## src/rtl/ipm_distributed_fifo_fwft_pkg.sv

```systemverilog
// Shared constants for the distributed FIFO first-word-fall-through read stage.
package ipm_distributed_fifo_fwft_pkg;

    localparam int FWFT_BUF_DEPTH = 4;
    localparam int FWFT_PTR_W     = 2;
    localparam int FWFT_CNT_W     = 3;

    // Occupancy value meaning every skid-buffer entry holds a word.
    localparam logic [FWFT_CNT_W-1:0] FWFT_FULL_COUNT = FWFT_CNT_W'(FWFT_BUF_DEPTH);

    // Supported FIFO read latencies: 0 (OUT_REG=0) or 1 (OUT_REG=1).
    localparam int FWFT_RD_LATENCY_MIN = 0;
    localparam int FWFT_RD_LATENCY_MAX = 1;

    function automatic bit fwft_latency_legal(input int latency);
        return (latency >= FWFT_RD_LATENCY_MIN) && (latency <= FWFT_RD_LATENCY_MAX);
    endfunction

endpackage

```

## src/rtl/ipm_distributed_fifo_skid_buf_v1_0.sv

```systemverilog
// Four-entry register skid buffer: circular array, wrapping pointers, occupancy count.
module ipm_distributed_fifo_skid_buf_v1_0
    import ipm_distributed_fifo_fwft_pkg::*;
#(
    parameter int DATA_WIDTH = 32
) (
    input  logic                  clk,
    input  logic                  rst,
    input  logic                  push,
    input  logic [DATA_WIDTH-1:0] push_data,
    input  logic                  pop,
    output logic [DATA_WIDTH-1:0] head_data,
    output logic [FWFT_CNT_W-1:0] count
);

    logic [DATA_WIDTH-1:0] mem [FWFT_BUF_DEPTH];
    logic [FWFT_PTR_W-1:0] wr_ptr;
    logic [FWFT_PTR_W-1:0] rd_ptr;

    // Store pushed words, advance pointers, and track occupancy; simultaneous push and pop keep the count.
    always_ff @(posedge clk) begin
        if (rst) begin
            for (int i = 0; i < FWFT_BUF_DEPTH; i++) begin
                mem[i] <= '0;
            end
            wr_ptr <= '0;
            rd_ptr <= '0;
            count  <= '0;
        end else begin
            if (push) begin
                mem[wr_ptr] <= push_data;
                wr_ptr      <= wr_ptr + 1'b1;
            end
            if (pop) begin
                rd_ptr <= rd_ptr + 1'b1;
            end
            case ({push, pop})
                2'b10:   count <= count + 1'b1;
                2'b01:   count <= count - 1'b1;
                default: count <= count;
            endcase
        end
    end

    assign head_data = mem[rd_ptr];

    // The upstream credit logic must never let a word arrive into a full buffer.
    assert property (@(posedge clk) disable iff (rst) !(push && (count == FWFT_FULL_COUNT)));

endmodule

```

## src/rtl/ipm_distributed_fifo_fwft_rd_v1_0.sv

```systemverilog
// FWFT read stage: turns the FIFO pop interface into a valid/ready stream using credit-controlled prefetch.
module ipm_distributed_fifo_fwft_rd_v1_0
    import ipm_distributed_fifo_fwft_pkg::*;
#(
    parameter int DATA_WIDTH = 32,
    parameter int RD_LATENCY = 0
) (
    input  logic                  rd_clk,
    input  logic                  rd_rst,
    output logic                  fifo_rd_en,
    input  logic                  fifo_empty,
    input  logic [DATA_WIDTH-1:0] fifo_rd_data,
    output logic [DATA_WIDTH-1:0] m_data,
    output logic                  m_valid,
    input  logic                  m_ready,
    output logic [2:0]            buf_level
);

    localparam bit LATENCY_OK = fwft_latency_legal(RD_LATENCY);

    logic                  inflight;
    logic                  push;
    logic                  pop;
    logic [FWFT_CNT_W-1:0] count;
    logic [FWFT_CNT_W-1:0] credit_used;

    // Words already buffered plus the one still travelling out of the FIFO consume credits;
    // m_ready is deliberately absent so the pop request never depends on the consumer combinationally.
    assign credit_used = count + {{(FWFT_CNT_W-1){1'b0}}, inflight};
    assign fifo_rd_en  = ~rd_rst & ~fifo_empty & (credit_used < FWFT_FULL_COUNT);

    if (RD_LATENCY == 1) begin : g_lat1
        // A pop accepted on this edge returns its word on the next edge.
        always_ff @(posedge rd_clk) begin
            if (rd_rst) begin
                inflight <= 1'b0;
            end else begin
                inflight <= fifo_rd_en;
            end
        end
        assign push = inflight;
    end else begin : g_lat0
        assign inflight = 1'b0;
        assign push     = fifo_rd_en;
    end

    assign pop = m_valid & m_ready;

    ipm_distributed_fifo_skid_buf_v1_0 #(
        .DATA_WIDTH (DATA_WIDTH)
    ) u_skid_buf (
        .clk       (rd_clk),
        .rst       (rd_rst),
        .push      (push),
        .push_data (fifo_rd_data),
        .pop       (pop),
        .head_data (m_data),
        .count     (count)
    );

    assign m_valid   = (count != '0);
    assign buf_level = count;

    // Only read latencies 0 and 1 are meaningful for this stage.
    assert property (@(posedge rd_clk) LATENCY_OK);

endmodule

```

## config.mk

```make
export PLATFORM = sky130hd
export DESIGN_NAME = ipm_distributed_fifo_fwft_rd_v1_0
export DESIGN_NICKNAME = d
export VERILOG_FILES = /design/src/rtl/ipm_distributed_fifo_fwft_pkg.sv /design/src/rtl/ipm_distributed_fifo_skid_buf_v1_0.sv /design/src/rtl/ipm_distributed_fifo_fwft_rd_v1_0.sv
export SDC_FILE = /design/constraint.sdc
export NUM_CORES = 1
export LEC_CHECK = 0
export BUFFER_PORTS_ARGS = -buffer_cell sky130_fd_sc_hd__buf_4
export CAP_MARGIN = 20
export CORE_MARGIN = 8
export CORE_UTILIZATION = 55
export CTS_BUF_LIST = sky130_fd_sc_hd__clkbuf_4
export CTS_CLUSTER_SIZE = 28
export DETAILED_ROUTE_END_ITERATION = 12
export GPL_TIMING_DRIVEN = 1
export PLACE_DENSITY = 0.84
export SYNTH_ARGS = -nofsm -noshare
export SYNTH_HDL_FRONTEND = slang
export SYNTH_SLANG_ARGS = --single-unit
```

## constraint.sdc

```tcl
create_clock -name rd_clk -period 2.45 [get_ports rd_clk]
set_input_delay 0.3675 -clock rd_clk [delete_from_list [all_inputs] [get_ports rd_clk]]
set_output_delay 0.3675 -clock rd_clk [all_outputs]
set_load 0.1 [all_outputs]
```

# After elaboration in Yosys (flattened, before gate mapping)

Memory sizes are Yosys's and may differ from the RTL's. A register that Yosys moved wholly into a read port is not among the register bits.
Cells that the tools add are included.

Bits in registers: 7
Memory bits (writable): 128
Bits of input ports: 36
Memories: 1

$add $sub $neg: 4
Order comparisons: 1
Equality and inequality tests: 2
Muxes and demuxes: 11
Bitwise logic cells: 5
Reductions and logical operators: 3

Memories:

| name           | words | width | read ports | clocked after Yosys merged registers in | write ports | line                                     | text |
|---|---|---|---|---|---|---|---|
| u_skid_buf.mem | 4     | 32    | 1          | 1                                       | 4           | ipm_distributed_fifo_skid_buf_v1_0.sv:16 | `logic [DATA_WIDTH-1:0] mem [FWFT_BUF_DEPTH];` |

Operators with widths:

| kind                                                                   | count |
|---|---|
| 32-bit 2-to-1 mux                                                      | 1 |
| 32-bit OR reduction                                                    | 1 |
| 1-bit 2-to-1 mux                                                       | 6 |
| 2-bit 2-to-1 mux                                                       | 3 |
| 3-bit case mux with 2 select lines                                     | 1 |
| 2-bit by 1-bit adder with 2-bit output (second input constant)         | 2 |
| 3-bit by 1-bit adder with 3-bit output (second input constant)         | 1 |
| 1-bit AND                                                              | 3 |
| 3-bit less-than comparator (second input constant)                     | 1 |
| 3-bit nonzero test                                                     | 1 |
| 3-bit by 1-bit subtractor with 3-bit output (second input constant)    | 1 |
| 2-bit by 1-bit equality test with 1-bit output (second input constant) | 1 |
| 2-bit equality test (second input constant)                            | 1 |
| 1-bit NOT                                                              | 2 |
| 2-bit nonzero test                                                     | 1 |

# Logic depth before layout (Yosys ltp)

Word-level depth: 8
Depth in mapped cells: 8
Depth with buffers taken out: 7

# Modules after synthesis

A second synthesis with hierarchy kept.

Cell total of the unflattened synthesis: 353
Area total of the unflattened synthesis: 5,955.7 µm²

Modules (own cells, without submodules):

| module                             | instances | cells each | area each (µm²) | seq. area each (µm²) |
|---|---|---|---|---|
| ipm_distributed_fifo_skid_buf_v1_0 | 1         | 350        | 5,934.4         | 4,023.9 |
| ipm_distributed_fifo_fwft_rd_v1_0  | 1         | 3          | 21.3            | 0.0 |

# Least setup slack after synthesis

No wires, ideal clock.

Kind: register -> register
From: register u_skid_buf.count[2]
To: register u_skid_buf.count[2]
Library setup time: 0.070 ns
Data arrival time: 2.633 ns
Slack: -0.253 ns
Cell stages (with the launch flop): 9
Path buffers: 1
Period minus slack after synthesis: 2.703 ns
Cells stage by stage: dfxtp_1 > or3_1 > buf_6 > ha_1 > inv_1 > fa_1 > xor2_1 > or3_2 > a21oi_1

Word-level cells in the longest chain between the ends: 4

RTL lines:

| element                                                                                      | line                                                                             | text |
|---|---|---|
| from (decl)                                                                                  | ipm_distributed_fifo_skid_buf_v1_0.sv:13                                         | `output logic [FWFT_CNT_W-1:0] count` |
| from (signal assigned)                                                                       | ipm_distributed_fifo_skid_buf_v1_0.sv:38                                         | `2'b10: count <= count + 1'b1;` |
| from (signal assigned)                                                                       | ipm_distributed_fifo_skid_buf_v1_0.sv:39                                         | `2'b01: count <= count - 1'b1;` |
| from (signal assigned)                                                                       | ipm_distributed_fifo_skid_buf_v1_0.sv:40                                         | `default: count <= count;` |
| 3-bit less-than comparator / 3-bit nonzero test (equally long branches)                      | ipm_distributed_fifo_fwft_rd_v1_0.sv:30, ipm_distributed_fifo_fwft_rd_v1_0.sv:61 |  |
| 1-bit AND, on equally long branches                                                          | ipm_distributed_fifo_fwft_rd_v1_0.sv:30, ipm_distributed_fifo_fwft_rd_v1_0.sv:47 |  |
| 2-bit by 1-bit equality test with 1-bit output / 2-bit equality test (equally long branches) | ipm_distributed_fifo_skid_buf_v1_0.sv:37                                         | `case ({push, pop})` |
| 3-bit case mux with 2 select lines / 2-bit nonzero test (equally long branches)              | --                                                                               |  |

Parallel ways exist; a longest one is shown, timed or not.
A chain may end at the register's enable or synchronous reset.

==> run metrics <==
outcome complete, no violations; CP max FO 18; CTS Sinks 137; sequential element share of the synthesized area 67.51%; IO Pins 73; Syn-to-layout area delta 17.88%; Num CTS Buffers 17; YS warnings 0; 1st-pass router iterations 5; Fin. Hold Viols 0; hold_ws 108.7 ps; Tcrit/Tclk final 95.80%; Vias 3148; FF-to-FF setup slack 440 ps; Layout Nets 474; Starting DRT DRC Count 166; vias in the first global route 3543; ANT nets after route 0; Seq cells post-synth 137; Worst path slowest cell dfxtp_2; Worst Hold Launch rd_rst; Worst EP required 2080 ps; Place WS 307.0 ps; Synth area leaders edfxtp_1 (64%), and2_1 (13%), mux4_2 (12%); Clock transition at path regs 130 ps; post-synth cell types 27; Worst VDD drop 1179 µV; top cell type by total area after synthesis edfxtp_1; first-pass GRT wire length 18550 µm; initial antenna violation count 0; Period minus WS final 2347 ps; PortBufs 72; worst min-delay path endpoint u_skid_buf.count[2]$_SDFFE_PP0P_; worst path arrival time 1980 ps; CTS tree yes; Slew headroom 70.95%; mean cell area of the mapped netlist 16.84 µm²; Clock Skew 18.72 ps; vias per cell 5.336; Bufs and invs on worst path 2; DP Wirelength 7362 µm; max incr delay on CP 630 ps; WHS Path Cells 2; overflow left after global routing 0; CP top delay family flip-flops; final wirelength 11670 µm; Mapped Area 5961 µm²; share of post-route cells with drive strength above 1 36.53%; RSZ-0062 raised after global routing false; chip width 120.1 µm; final setup fails 0; CTS H-Tree Depth 4; cells along the critical path buf_12 -> mux4_2 -> buf_4; Clock Latency Late Sink 530 ps; Syn Nets 392; Static Leak 2.661 nW; R2R depth 5; Sum Neg Setup Slack 0 ps; Crit. End Element output pin; die outline height 120.1 µm; MaxCap Viol Count 0; die area 14430 µm²; PnR worst setup slack 103.0 ps; Post-Syn Instances 354; PwrDens 1096 nW/µm²; Synth top area share 64.48%; Root Buffer clkbuf_4; all-layer global routing usage 17.23%; worst-margin pin slew 435.7 ps; critical setup path kind reg2out; Peak Freq 426.1 MHz; Critical Path Start Type flop; origin of the critical flop-to-flop path u_skid_buf.count[2]$_SDFFE_PP0P_; number of remaining DRC errors 0; R2R Path End u_skid_buf.mem[2][6]$_SDFFCE_PN0P_; Hold Crit Class in2reg; Clock Tree Buf Depth 2; fin. max-slew vios 0; Core Rows 38; pin count of the biggest net entering global routing 34; GPL Wtd Cong 0.7343; Routed WL per cell 19.79 µm; final core occ 65.68%; core area 10700 µm²; Starting Density 55.72%
## per-stage QoR
step / power [W] / std cells / cell area [µm²]
floorplan: 0.005492 / 354 / 5964
global placement: 0.006118 / 557 / 6696
detailed placement: 0.006153 / 557 / 6696
CTS: 0.007742 / 589 / 7017
global route: 0.007958 / 589 / 7024
finish: 0.007701 / 590 / 7027
## placed cells by master, fill, tap and decap left out, types with 3 or more instances in the layout
cell / count
or2_2: 3
inv_1: 4
clkbuf_4: 18
buf_12: 5
xnor2_1: 3
dfxtp_1: 4
xor2_1: 3
mux4_2: 32
nor2_1: 8
bufinv_16: 4
buf_4: 77
edfxtp_1: 128
and2_1: 126
clkinv_2: 5
dfxtp_2: 5
## cell usage after synthesis (all sizes together)
master / instances
and2: 128
inv: 4
xnor2: 3
clkbuf: 9
o311ai: 1
a21o: 1
nor2: 8
nor3: 1
mux4: 32
ha: 1
o21ai: 1
xor2: 3
nor3b: 3
or3: 3
fa: 1
or2: 3
dfxtp: 9
o31a: 1
edfxtp: 128
buf: 12
a21oi: 2
## registers in the layout, indices dropped and copies added (netlist names), named ones only
name               cells
u_skid_buf.wr_ptr      2
u_skid_buf.mem       128
u_skid_buf.count       3
u_skid_buf.rd_ptr      2
## per-layer routing
| metal | wire (µm) | GRT usage [%] | vias to the layer above |
|---|---|---|---|
| met2 | 6353 | 31.12 | 91 |
| met1 | 4460 | 19.33 | 1575 |
| met3 | 713 | 4.697 | 15 |
| met4 | 146 | 5.621 | 0 |
| li1 | - | - | 1467 |
| met5 | 0 | 0 | - |
## report_power, final
group / internal, W / total [W] / switching, W / leakage (nW)
Combinational: 0.000871 / 0.00319 / 0.00231 / 1.09
Clock: 0.000811 / 0.00160 / 0.000793 / 0.169
Sequential: 0.00280 / 0.00291 / 0.000110 / 1.40
## cells by family after synthesis
| logic type | Yosys count | share of synthesized area (%) |
|---|---|---|
| and+or+nand+nor | 146 | 15.68 |
| DFF | 137 | 67.51 |
| muxes | 32 | 12.09 |
| buffers and inverters | 25 | 2.603 |
| AOI/OAI and AO/OA | 6 | 0.6927 |
| xor gates and xnor gates | 6 | 0.8818 |
| adders and majority gates | 2 | 0.5457 |
## repair_timing
| action | CTS | global route |
|---|---|---|
| cloned | 0 | 0 |
| setup endpoints to repair | 5 | 5 |
| resized for setup | 1 | 2 |
| setup buffers | 0 | 0 |
| hold buffers | 0 | 0 |
## area by class of cell
| type | instances | area, µm² |
|---|---|---|
| sequential | 137 | 4030 |
| fill | 758 | 3671 |
| multi-input combinational | 192 | 1783 |
| timing repair buffer | 84 | 704.4 |
| clock inverter | 14 | 181.4 |
| tap | 140 | 175.2 |
| clock buffer | 18 | 135.1 |
| inverter | 4 | 15.01 |
| antenna | 1 | 2.502 |
## worst max path at each step
stage | startpoint | end | cells after the start
2_1_floorplan | u_skid_buf.count[2]$_SDFFE_PP0P_ | u_skid_buf.count[2]$_SDFFE_PP0P_ | 8
3_5_place_dp | rd_rst | u_skid_buf.count[2]$_SDFFE_PP0P_ | 8
3_3_place_gp | rd_rst | u_skid_buf.mem[1][2]$_SDFFCE_PN0P_ | 6
6_report | flop | m_data[4] | 3
5_1_grt | flop | m_data[4] | 3
4_1_cts | flop | m_data[22] | 3
Note: power is estimated with default switching activity, not from simulation.
